--- config.mk ---
export PLATFORM = sky130hd
export DESIGN_NAME = cheshire_eoc_monitor
export DESIGN_NICKNAME = d
export VERILOG_FILES = /design/src/rtl/cheshire_eoc_monitor.sv
export SDC_FILE = /design/constraint.sdc
export NUM_CORES = 1
export LEC_CHECK = 0
export CAP_MARGIN = 20
export CORE_ASPECT_RATIO = 0.8
export CORE_MARGIN = 1
export CORE_UTILIZATION = 35
export CTS_BUF_LIST = sky130_fd_sc_hd__clkbuf_16
export DETAILED_ROUTE_END_ITERATION = 12
export PLACE_DENSITY_LB_ADDON = 0.05
export SYNTH_ARGS = -nofsm -noshare
export SYNTH_HDL_FRONTEND = slang
export SYNTH_SLANG_ARGS = --single-unit
--- constraint.sdc ---
create_clock -name clk_i -period 5.7 [get_ports clk_i]
set_input_delay 1.14 -clock clk_i [delete_from_list [all_inputs] [get_ports clk_i]]
set_output_delay 1.14 -clock clk_i [all_outputs]
set_load 0.02 [all_outputs]
--- src/rtl/cheshire_eoc_monitor.sv ---
// -----------------------------------------------------------------------------
// cheshire_eoc_monitor
//
// Purpose:
//   Multi-channel end-of-computation monitor. Each channel (hart, cluster,
//   preload path) signals completion by writing a word whose LSB is 1; the
//   upper DataWidth-1 bits carry its exit code. The monitor waits for every
//   channel enabled at start, applies an optional cycle timeout, and presents
//   one aggregate pass/fail status plus the exit code of the first failing
//   channel. All status outputs come straight from flops.
//
// Ports:
//   clk_i         clock
//   rst_ni        asynchronous active-low reset
//   start_i       arm / re-arm pulse (ignored while running)
//   clear_i       return to IDLE and clear all state (beats start_i)
//   chan_en_i     channels required to finish, sampled at start
//   timeout_i     RUN cycle budget, 0 = no timeout, sampled at start
//   chan_valid_i  per-channel write strobe
//   chan_data_i   per-channel EOC word, channel k at [k*DataWidth +: DataWidth]
//   chan_done_o   channel has reported EOC in this run
//   busy_o        monitor is in RUN
//   done_o        every enabled channel reported
//   timeout_o     budget expired before completion
//   pass_o        done_o with all captured exit codes zero
//   exit_code_o   exit code of the first failing channel, else 0
//   fail_idx_o    index of the first failing channel
//   fail_o        some channel reported a nonzero exit code
// -----------------------------------------------------------------------------
module cheshire_eoc_monitor #(
  parameter int unsigned NumChannels  = 4,
  parameter int unsigned DataWidth    = 32,
  parameter int unsigned TimeoutWidth = 32,
  parameter int unsigned IdxWidth     = (NumChannels > 1) ? $clog2(NumChannels) : 1
) (
  input  logic                             clk_i,
  input  logic                             rst_ni,
  input  logic                             start_i,
  input  logic                             clear_i,
  input  logic [NumChannels-1:0]           chan_en_i,
  input  logic [TimeoutWidth-1:0]          timeout_i,
  input  logic [NumChannels-1:0]           chan_valid_i,
  input  logic [NumChannels*DataWidth-1:0] chan_data_i,
  output logic [NumChannels-1:0]           chan_done_o,
  output logic                             busy_o,
  output logic                             done_o,
  output logic                             timeout_o,
  output logic                             pass_o,
  output logic [DataWidth-2:0]             exit_code_o,
  output logic [IdxWidth-1:0]              fail_idx_o,
  output logic                             fail_o
);

  localparam int unsigned CodeWidth = DataWidth - 1;

  typedef enum logic [1:0] {
    IDLE    = 2'd0,
    RUN     = 2'd1,
    DONE    = 2'd2,
    TIMEOUT = 2'd3
  } state_e;

  // Architectural state
  state_e                  state_q, state_d;
  logic [NumChannels-1:0]  en_q, en_d;
  logic [TimeoutWidth-1:0] tmo_q, tmo_d;
  logic [TimeoutWidth-1:0] cnt_q, cnt_d;
  logic [CodeWidth-1:0]    code_q [NumChannels];
  logic [CodeWidth-1:0]    code_d [NumChannels];
  logic [NumChannels-1:0]  chan_done_q, chan_done_d;
  logic                    done_q, done_d;
  logic                    timeout_q, timeout_d;
  logic                    pass_q, pass_d;
  logic                    fail_q, fail_d;
  logic [IdxWidth-1:0]     fail_idx_q, fail_idx_d;
  logic [CodeWidth-1:0]    exit_code_q, exit_code_d;

  // Per-cycle decode of the incoming writes
  logic [CodeWidth-1:0]    code_in_s [NumChannels];
  logic [NumChannels-1:0]  cap_s;
  logic [NumChannels-1:0]  new_fail_s;
  logic [IdxWidth-1:0]     first_idx_s;
  logic [CodeWidth-1:0]    first_code_s;
  logic                    found_s;
  logic                    arm_s;
  logic                    tmo_hit_s;

  // Split the packed data bus into per-channel codes and capture qualifiers.
  always_comb begin
    cap_s      = '0;
    new_fail_s = '0;
    for (int k = 0; k < NumChannels; k++) begin
      code_in_s[k]  = chan_data_i[k*DataWidth+1 +: CodeWidth];
      // Only the first EOC (LSB set) of an enabled, not-yet-done channel counts.
      cap_s[k]      = chan_valid_i[k] & en_q[k] & ~chan_done_q[k] & chan_data_i[k*DataWidth];
      new_fail_s[k] = cap_s[k] & (|code_in_s[k]);
    end
  end

  // Lowest-index failing capture of this cycle breaks same-cycle ties.
  always_comb begin
    first_idx_s  = '0;
    first_code_s = '0;
    found_s      = 1'b0;
    for (int k = 0; k < NumChannels; k++) begin
      first_idx_s  = (new_fail_s[k] & ~found_s) ? IdxWidth'(k) : first_idx_s;
      first_code_s = (new_fail_s[k] & ~found_s) ? code_in_s[k] : first_code_s;
      found_s      = found_s | new_fail_s[k];
    end
  end

  // Start is honoured outside RUN; timeout fires on the last budgeted cycle.
  always_comb begin
    arm_s     = start_i & (state_q != RUN);
    tmo_hit_s = (tmo_q != '0) && (cnt_q == (tmo_q - TimeoutWidth'(1)));
  end

  // Next-state and next-output logic for the monitor FSM.
  always_comb begin
    state_d     = state_q;
    en_d        = en_q;
    tmo_d       = tmo_q;
    cnt_d       = cnt_q;
    code_d      = code_q;
    chan_done_d = chan_done_q;
    done_d      = done_q;
    timeout_d   = timeout_q;
    pass_d      = pass_q;
    fail_d      = fail_q;
    fail_idx_d  = fail_idx_q;
    exit_code_d = exit_code_q;

    if (clear_i) begin
      state_d     = IDLE;
      en_d        = '0;
      tmo_d       = '0;
      cnt_d       = '0;
      chan_done_d = '0;
      done_d      = 1'b0;
      timeout_d   = 1'b0;
      pass_d      = 1'b0;
      fail_d      = 1'b0;
      fail_idx_d  = '0;
      exit_code_d = '0;
      for (int k = 0; k < NumChannels; k++) begin
        code_d[k] = '0;
      end
    end else if (arm_s) begin
      en_d        = chan_en_i;
      tmo_d       = timeout_i;
      cnt_d       = '0;
      chan_done_d = '0;
      done_d      = 1'b0;
      timeout_d   = 1'b0;
      pass_d      = 1'b0;
      fail_d      = 1'b0;
      fail_idx_d  = '0;
      exit_code_d = '0;
      for (int k = 0; k < NumChannels; k++) begin
        code_d[k] = '0;
      end
      // Nothing to wait for: complete immediately with a clean pass.
      if (chan_en_i == '0) begin
        state_d = DONE;
        done_d  = 1'b1;
        pass_d  = 1'b1;
      end else begin
        state_d = RUN;
      end
    end else begin
      case (state_q)
        RUN: begin
          cnt_d       = (cnt_q == {TimeoutWidth{1'b1}}) ? cnt_q : (cnt_q + TimeoutWidth'(1));
          chan_done_d = chan_done_q | cap_s;
          for (int k = 0; k < NumChannels; k++) begin
            code_d[k] = cap_s[k] ? code_in_s[k] : code_q[k];
          end
          // The first failure in time is sticky for the rest of the run.
          if (!fail_q && (new_fail_s != '0)) begin
            fail_d      = 1'b1;
            fail_idx_d  = first_idx_s;
            exit_code_d = first_code_s;
          end else begin
            fail_d      = fail_q;
          end
          // Completion is checked before timeout so a last-cycle EOC still passes.
          if (&(chan_done_d | ~en_q)) begin
            state_d = DONE;
            done_d  = 1'b1;
            pass_d  = ~fail_d;
          end else if (tmo_hit_s) begin
            state_d   = TIMEOUT;
            timeout_d = 1'b1;
            pass_d    = 1'b0;
          end else begin
            state_d = RUN;
          end
        end
        IDLE, DONE, TIMEOUT: begin
          state_d = state_q;
        end
        default: begin
          state_d = IDLE;
        end
      endcase
    end
  end

  // State and status registers with asynchronous reset.
  always_ff @(posedge clk_i or negedge rst_ni) begin
    if (!rst_ni) begin
      state_q     <= IDLE;
      en_q        <= '0;
      tmo_q       <= '0;
      cnt_q       <= '0;
      chan_done_q <= '0;
      done_q      <= 1'b0;
      timeout_q   <= 1'b0;
      pass_q      <= 1'b0;
      fail_q      <= 1'b0;
      fail_idx_q  <= '0;
      exit_code_q <= '0;
      for (int k = 0; k < NumChannels; k++) begin
        code_q[k] <= '0;
      end
    end else begin
      state_q     <= state_d;
      en_q        <= en_d;
      tmo_q       <= tmo_d;
      cnt_q       <= cnt_d;
      chan_done_q <= chan_done_d;
      done_q      <= done_d;
      timeout_q   <= timeout_d;
      pass_q      <= pass_d;
      fail_q      <= fail_d;
      fail_idx_q  <= fail_idx_d;
      exit_code_q <= exit_code_d;
      for (int k = 0; k < NumChannels; k++) begin
        code_q[k] <= code_d[k];
      end
    end
  end

  assign chan_done_o = chan_done_q;
  assign busy_o      = (state_q == RUN);
  assign done_o      = done_q;
  assign timeout_o   = timeout_q;
  assign pass_o      = pass_q;
  assign exit_code_o = exit_code_q;
  assign fail_idx_o  = fail_idx_q;
  assign fail_o      = fail_q;

endmodule

==> report_table.html <==
<table>
<tr><th>Metric</th><th>Value</th></tr>
<tr><th colspan="2">Synthesis</th></tr>
<tr><td>Synthesized cell area</td><td>~7000 sq um</td></tr>
<tr><td>Unique masters post-synth</td><td>58</td></tr>
<tr><td>Post-Synthesis Cells</td><td>872</td></tr>
<tr><td>Avg Inst Size Synth</td><td>8.06 sq um</td></tr>
<tr><td>Net Count, Synth</td><td>roughly 1000</td></tr>
<tr><td>Fraction of the yosys area taken by sequential cells</td><td>around 40%</td></tr>
<tr><td>Dominant combinational cell family by area after synthesis</td><td>simple AND/OR/NAND/NOR gates</td></tr>
<tr><td>Share of flip-flops with an asynchronous set or reset after synthesis</td><td>100%</td></tr>
<tr><td>Proportion of synthesized area in mux cells</td><td>0.143%</td></tr>
<tr><td>Compound-gate portion of the synthesized area</td><td>between 20% and 30%</td></tr>
<tr><td>Biggest area contributors in the synthesized netlist</td><td>dfrtp_1 40%, a21oi_1 10%, nand2_1 5.5%, nor2_1 5.2%, xor2_1 4.6%</td></tr>
<tr><td>Simple-gate share of the synthesized area</td><td>26.3%</td></tr>
<tr><td>Leading area contributor after synthesis</td><td>dfrtp_1</td></tr>
<tr><td>Post-synthesis sequential element count</td><td>between 100 and 150</td></tr>
<tr><td>Fraction of post-synthesis cell area in the top cell type by area</td><td>roughly two fifths</td></tr>
<tr><td>Most frequently used flop master after synthesis</td><td>dfrtp_1</td></tr>
<tr><td>Post-Synth XOR/XNOR Area</td><td>~8.2%</td></tr>
<tr><td>Adder-cell share of the synthesized area</td><td>0.356%</td></tr>
<tr><td>EDFF count, synth</td><td>0</td></tr>
<tr><td>Warnings, synthesis</td><td>0</td></tr>
<tr><th colspan="2">STA</th></tr>
<tr><td>Final hold violation count</td><td>0</td></tr>
<tr><td>Final min period</td><td>around 3.7 ns</td></tr>
<tr><td>Worst clock skew</td><td>0.00884 ns</td></tr>
<tr><td>Worst rel slew slack</td><td>40.5%</td></tr>
<tr><td>Worst-Margin Slew</td><td>0.885 ns</td></tr>
<tr><td>Post-route fraction of the period consumed by the critical path</td><td>65.3%</td></tr>
<tr><td>Setup repair after global routing missed its margin</td><td>no</td></tr>
<tr><td>Setup TNS</td><td>0 ns</td></tr>
<tr><td>Worst setup margin</td><td>1.98 ns</td></tr>
<tr><td>Setup violators final</td><td>0</td></tr>
<tr><td>Achievable frequency</td><td>roughly 270 MHz</td></tr>
<tr><td>Final max-slew violation count</td><td>0</td></tr>
<tr><th colspan="2">Floorplanning</th></tr>
<tr><td>Cell row count</td><td>45</td></tr>
<tr><td>Die Footprint</td><td>between 20000 and 25000 sq um</td></tr>
<tr><td>Initial Util</td><td>between 30% and 40%</td></tr>
<tr><td>Placeable core region</td><td>between 15000 and 20000 sq um</td></tr>
<tr><td>Die Y-Extent</td><td>approximately 130 microns</td></tr>
<tr><td>Floorplan die width</td><td>160 microns</td></tr>
<tr><td>Boundary pin count</td><td>about 210</td></tr>
<tr><th colspan="2">Power</th></tr>
<tr><td>Standby leakage power</td><td>roughly 3.8 nW</td></tr>
<tr><td>Peak supply drop</td><td>roughly 0.15 mV</td></tr>
<tr><td>Net Switching</td><td>~590 uW</td></tr>
<tr><td>Internal Dissipation</td><td>1.37 mW</td></tr>
<tr><td>Share of power burned in registers</td><td>43.2%</td></tr>
<tr><td>Net Sw Frac</td><td>30.1%</td></tr>
<tr><td>Clock group share of total power</td><td>~33%</td></tr>
<tr><td>Pwr per Cell Area</td><td>203 nW/um^2</td></tr>
<tr><td>Share of total power in combinational logic</td><td>between 20 and 25%</td></tr>
<tr><th colspan="2">Setup path</th></tr>
<tr><td>CP max stage cell</td><td>nor4_1</td></tr>
<tr><td>CP Class</td><td>in2reg</td></tr>
<tr><td>Endpoint type of the worst setup path</td><td>flip-flop</td></tr>
<tr><td>Critical Path AT</td><td>about 4.0 ns</td></tr>
<tr><td>Largest fanout of any net on the critical path</td><td>21</td></tr>
<tr><td>Worst-path cell chain</td><td>clkdlybuf4s50_1 -&gt; nor4_1 -&gt; nand4_1 -&gt; o2111ai_4 -&gt; nand3_1 -&gt; nor2_2 -&gt; buf_4 -&gt; a21oi_1 -&gt; a211oi_1</td></tr>
<tr><td>Nature of the critical path startpoint</td><td>primary input</td></tr>
<tr><td>Crit path largest cell delay</td><td>slightly above 0.5 ns</td></tr>
<tr><td>Data required time of the critical path</td><td>5.96 ns</td></tr>
<tr><th colspan="2">Placed design</th></tr>
<tr><td>Number of I/O port buffers</td><td>around 210</td></tr>
<tr><td>Worst setup slack before clock tree synthesis</td><td>approximately 1.7 ns</td></tr>
<tr><td>Half-perimeter wire length after detailed placement</td><td>between 15 and 20 mm</td></tr>
<tr><td>Final weighted congestion in routability-driven placement</td><td>about 0.96</td></tr>
<tr><th colspan="2">Clocking</th></tr>
<tr><td>TritonCTS clock tree</td><td>yes</td></tr>
<tr><td>Number of buffers on the longest clock path</td><td>2</td></tr>
<tr><td>Clock buffer count from CTS</td><td>9</td></tr>
<tr><td>Number of gates given a new drive strength after cts</td><td>0</td></tr>
<tr><td>Cell at the root of the clock tree</td><td>clkbuf_16</td></tr>
<tr><td>Total clock sinks</td><td>roughly 110</td></tr>
<tr><td>CTS clk-pin slew, worst paths</td><td>0.07 ns</td></tr>
<tr><td>Skew-Pair Late Insertion Delay</td><td>between 0.3 and 0.4 ns</td></tr>
<tr><td>Number of levels in the clock H-tree</td><td>3</td></tr>
<tr><td>Count of hold-fix buffers inserted at cts</td><td>0</td></tr>
<tr><td>Setup Buffers After CTS</td><td>0</td></tr>
<tr><th colspan="2">Finish</th></tr>
<tr><td>Footprint of the multi-input gates</td><td>between 4000 and 5000 sq um</td></tr>
<tr><td>Sequential cell area</td><td>2780 sq um</td></tr>
<tr><td>Layout cells sized above 1</td><td>approximately 4.2%</td></tr>
<tr><td>Final-layout fill cell count</td><td>1911</td></tr>
<tr><td>Net total in the final layout</td><td>~1200</td></tr>
<tr><td>P&amp;R area growth vs syn</td><td>37.7%</td></tr>
<tr><td>Ant diodes</td><td>0</td></tr>
<tr><th colspan="2">Global route</th></tr>
<tr><td>First-pass GRT wire length</td><td>around 38 mm</td></tr>
<tr><td>Number of global-route vias before repair</td><td>6751</td></tr>
<tr><td>Maximum number of pins on one net before global-route repair</td><td>66</td></tr>
<tr><td>Gr usage total</td><td>a little under a quarter</td></tr>
<tr><td>Number of antenna violations at the first check in global routing</td><td>0</td></tr>
<tr><td>Total global routing overflow</td><td>0</td></tr>
<tr><th colspan="2">Routing</th></tr>
<tr><td>Final routed wire length divided by cell count</td><td>18.9 microns</td></tr>
<tr><td>Antenna viol nets, final</td><td>0</td></tr>
<tr><td>Number of violations reported at the end of detailed-routing iteration 0</td><td>between 500 and 600</td></tr>
<tr><td>Vias</td><td>between 7000 and 8000</td></tr>
<tr><td>Final wirelength</td><td>between 20 and 25 mm</td></tr>
<tr><td>DRC violations left</td><td>0</td></tr>
<tr><td>Count of TritonRoute iterations in the first routing pass</td><td>5</td></tr>
<tr><td>Average via count per standard cell</td><td>between 5 and 6</td></tr>
<tr><th colspan="2">Run status</th></tr>
<tr><td>Outcome</td><td>finished, final reports clean</td></tr>
<tr><th colspan="2">Flow run</th></tr>
<tr><td>Number of max-capacitance violations reported</td><td>0</td></tr>
<tr><th colspan="2">Hold path</th></tr>
<tr><td>Kind of path behind the tightest hold check</td><td>reg2reg</td></tr>
</table>
-- cell usage in the layout (no fill, tap or decap), types with 11 or more instances in the layout --
cell type,n
clkdlybuf4s50_1,212
a21oi_1,142
dfrtp_1,111
nand2_1,102
nor2_1,94
o21ai_0,38
xor2_1,37
nor4_1,36
a22oi_1,33
xnor2_1,29
nor3_1,25
nand3_1,24
nand4_1,23
buf_4,13
inv_1,11
-- path summary, 6_finish.rpt --
check / from / end / slack [ns] / depth (start not counted)
max in group asynchronous: rst_ni / chan_done_o[0] / 3.59 / 2
setup / recovery: chan_data_i[20] / exit_code_o[27] / 1.98 / 9
hold / removal: done_o / done_o / 0.51 / 1
hold reg to reg: done_o / done_o / 0.51 / 1
setup reg to reg: cnt_q[13] / cnt_q[11] / 2.73 / 8
min in group asynchronous: rst_ni / tmo_q[9] / 0.89 / 1
-- metrics by stage --
step	instances	hold WS [ns]	area, sq um	utilization (%)	total power [mW]
final	1315	0.515	9670	50.1	1.96
after global routing	1315	0.534	9670	50.1	2.06
after CTS	1315	0.515	9670	50.1	1.98
after detailed placement	1299	0.503	9380	48.6	1.33
after global placement	1299	0.492	9380	48.6	1.33
after floorplan	872	0.456	7020	-	1.08
-- kinds of logic (layout without fill, tap and decap cells) --
family | Yosys count | after routing
fa+ha+maj | 2 | 2
compound gates | 257 | 257
xor+xnor | 66 | 66
flops | 111 | 111
buf+inv | 65 | 250
mux | 1 | 1
simple gates | 370 | 370
-- power by group through the flow --
stage               registers (mW)  logic (mW)  clock network, mW
floorplan                    0.857       0.226                  0
global placement             0.861       0.468                  0
detailed placement           0.861       0.468                  0
CTS                          0.845       0.471              0.660
global route                 0.850       0.516              0.689
finish                       0.846       0.472              0.642
-- cell usage after synthesis, types with 4 or more instances --
cell type  instances
a211oi_1           7
a21oi_1          142
a22oi_1           33
a41oi_1            4
and3_1             5
and4_1             6
buf_1              5
buf_2              4
clkbuf_1          46
dfrtp_1          111
inv_1              9
nand2_1          102
nand2b_1           7
nand3_1           24
nand3b_1           4
nand4_1           23
nor2_1            98
nor2b_1            6
nor3_1            25
nor3b_1            7
nor4_1            36
o2111ai_1          5
o21ai_0           38
o31ai_1            5
or3_1              9
or4_1              6
xnor2_1           29
xor2_1            37
-- worst max-delay path, delay by kind of cell --
kind | cells | cell delay [ns]
AND/OR/NAND/NOR | 4 | 1.40
buffers and inverters | 2 | 0.77
AO/OA/AOI/OAI | 3 | 0.65
-- flip-flops by register name, summed over array words and instances, names as in the netlist --
register,count
chan_done_o,4
cnt_q,32
done_o,1
en_q,4
exit_code_o,31
fail_idx_o,2
fail_o,1
pass_o,1
state_q,2
timeout_o,1
tmo_q,32
-- layout make-up --
class / count / area share (%)
Timing Repair Buffer: 225 / 23.0
Sequential cell: 111 / 28.7
Clock buffer: 9 / 2.33
Clock inverter: 7 / 0.660
Tap cell: 258 / 3.34
Multi-Input combinational cell: 696 / 41.6
Inverter: 9 / 0.349
-- per-layer routing --
| metal | share of wire, % | up-vias | global-route usage, % |
|---|---|---|---|
| met5 | 0 | - | 0 |
| met4 | 1.3 | 0 | 5.55 |
| met3 | 5.6 | 21 | 4.96 |
| met2 | 44 | 223 | 35.2 |
| met1 | 49 | 3452 | 35.2 |
| li1 | - | 3540 | - |
No activity file was read; power rests on OpenSTA's default activity.
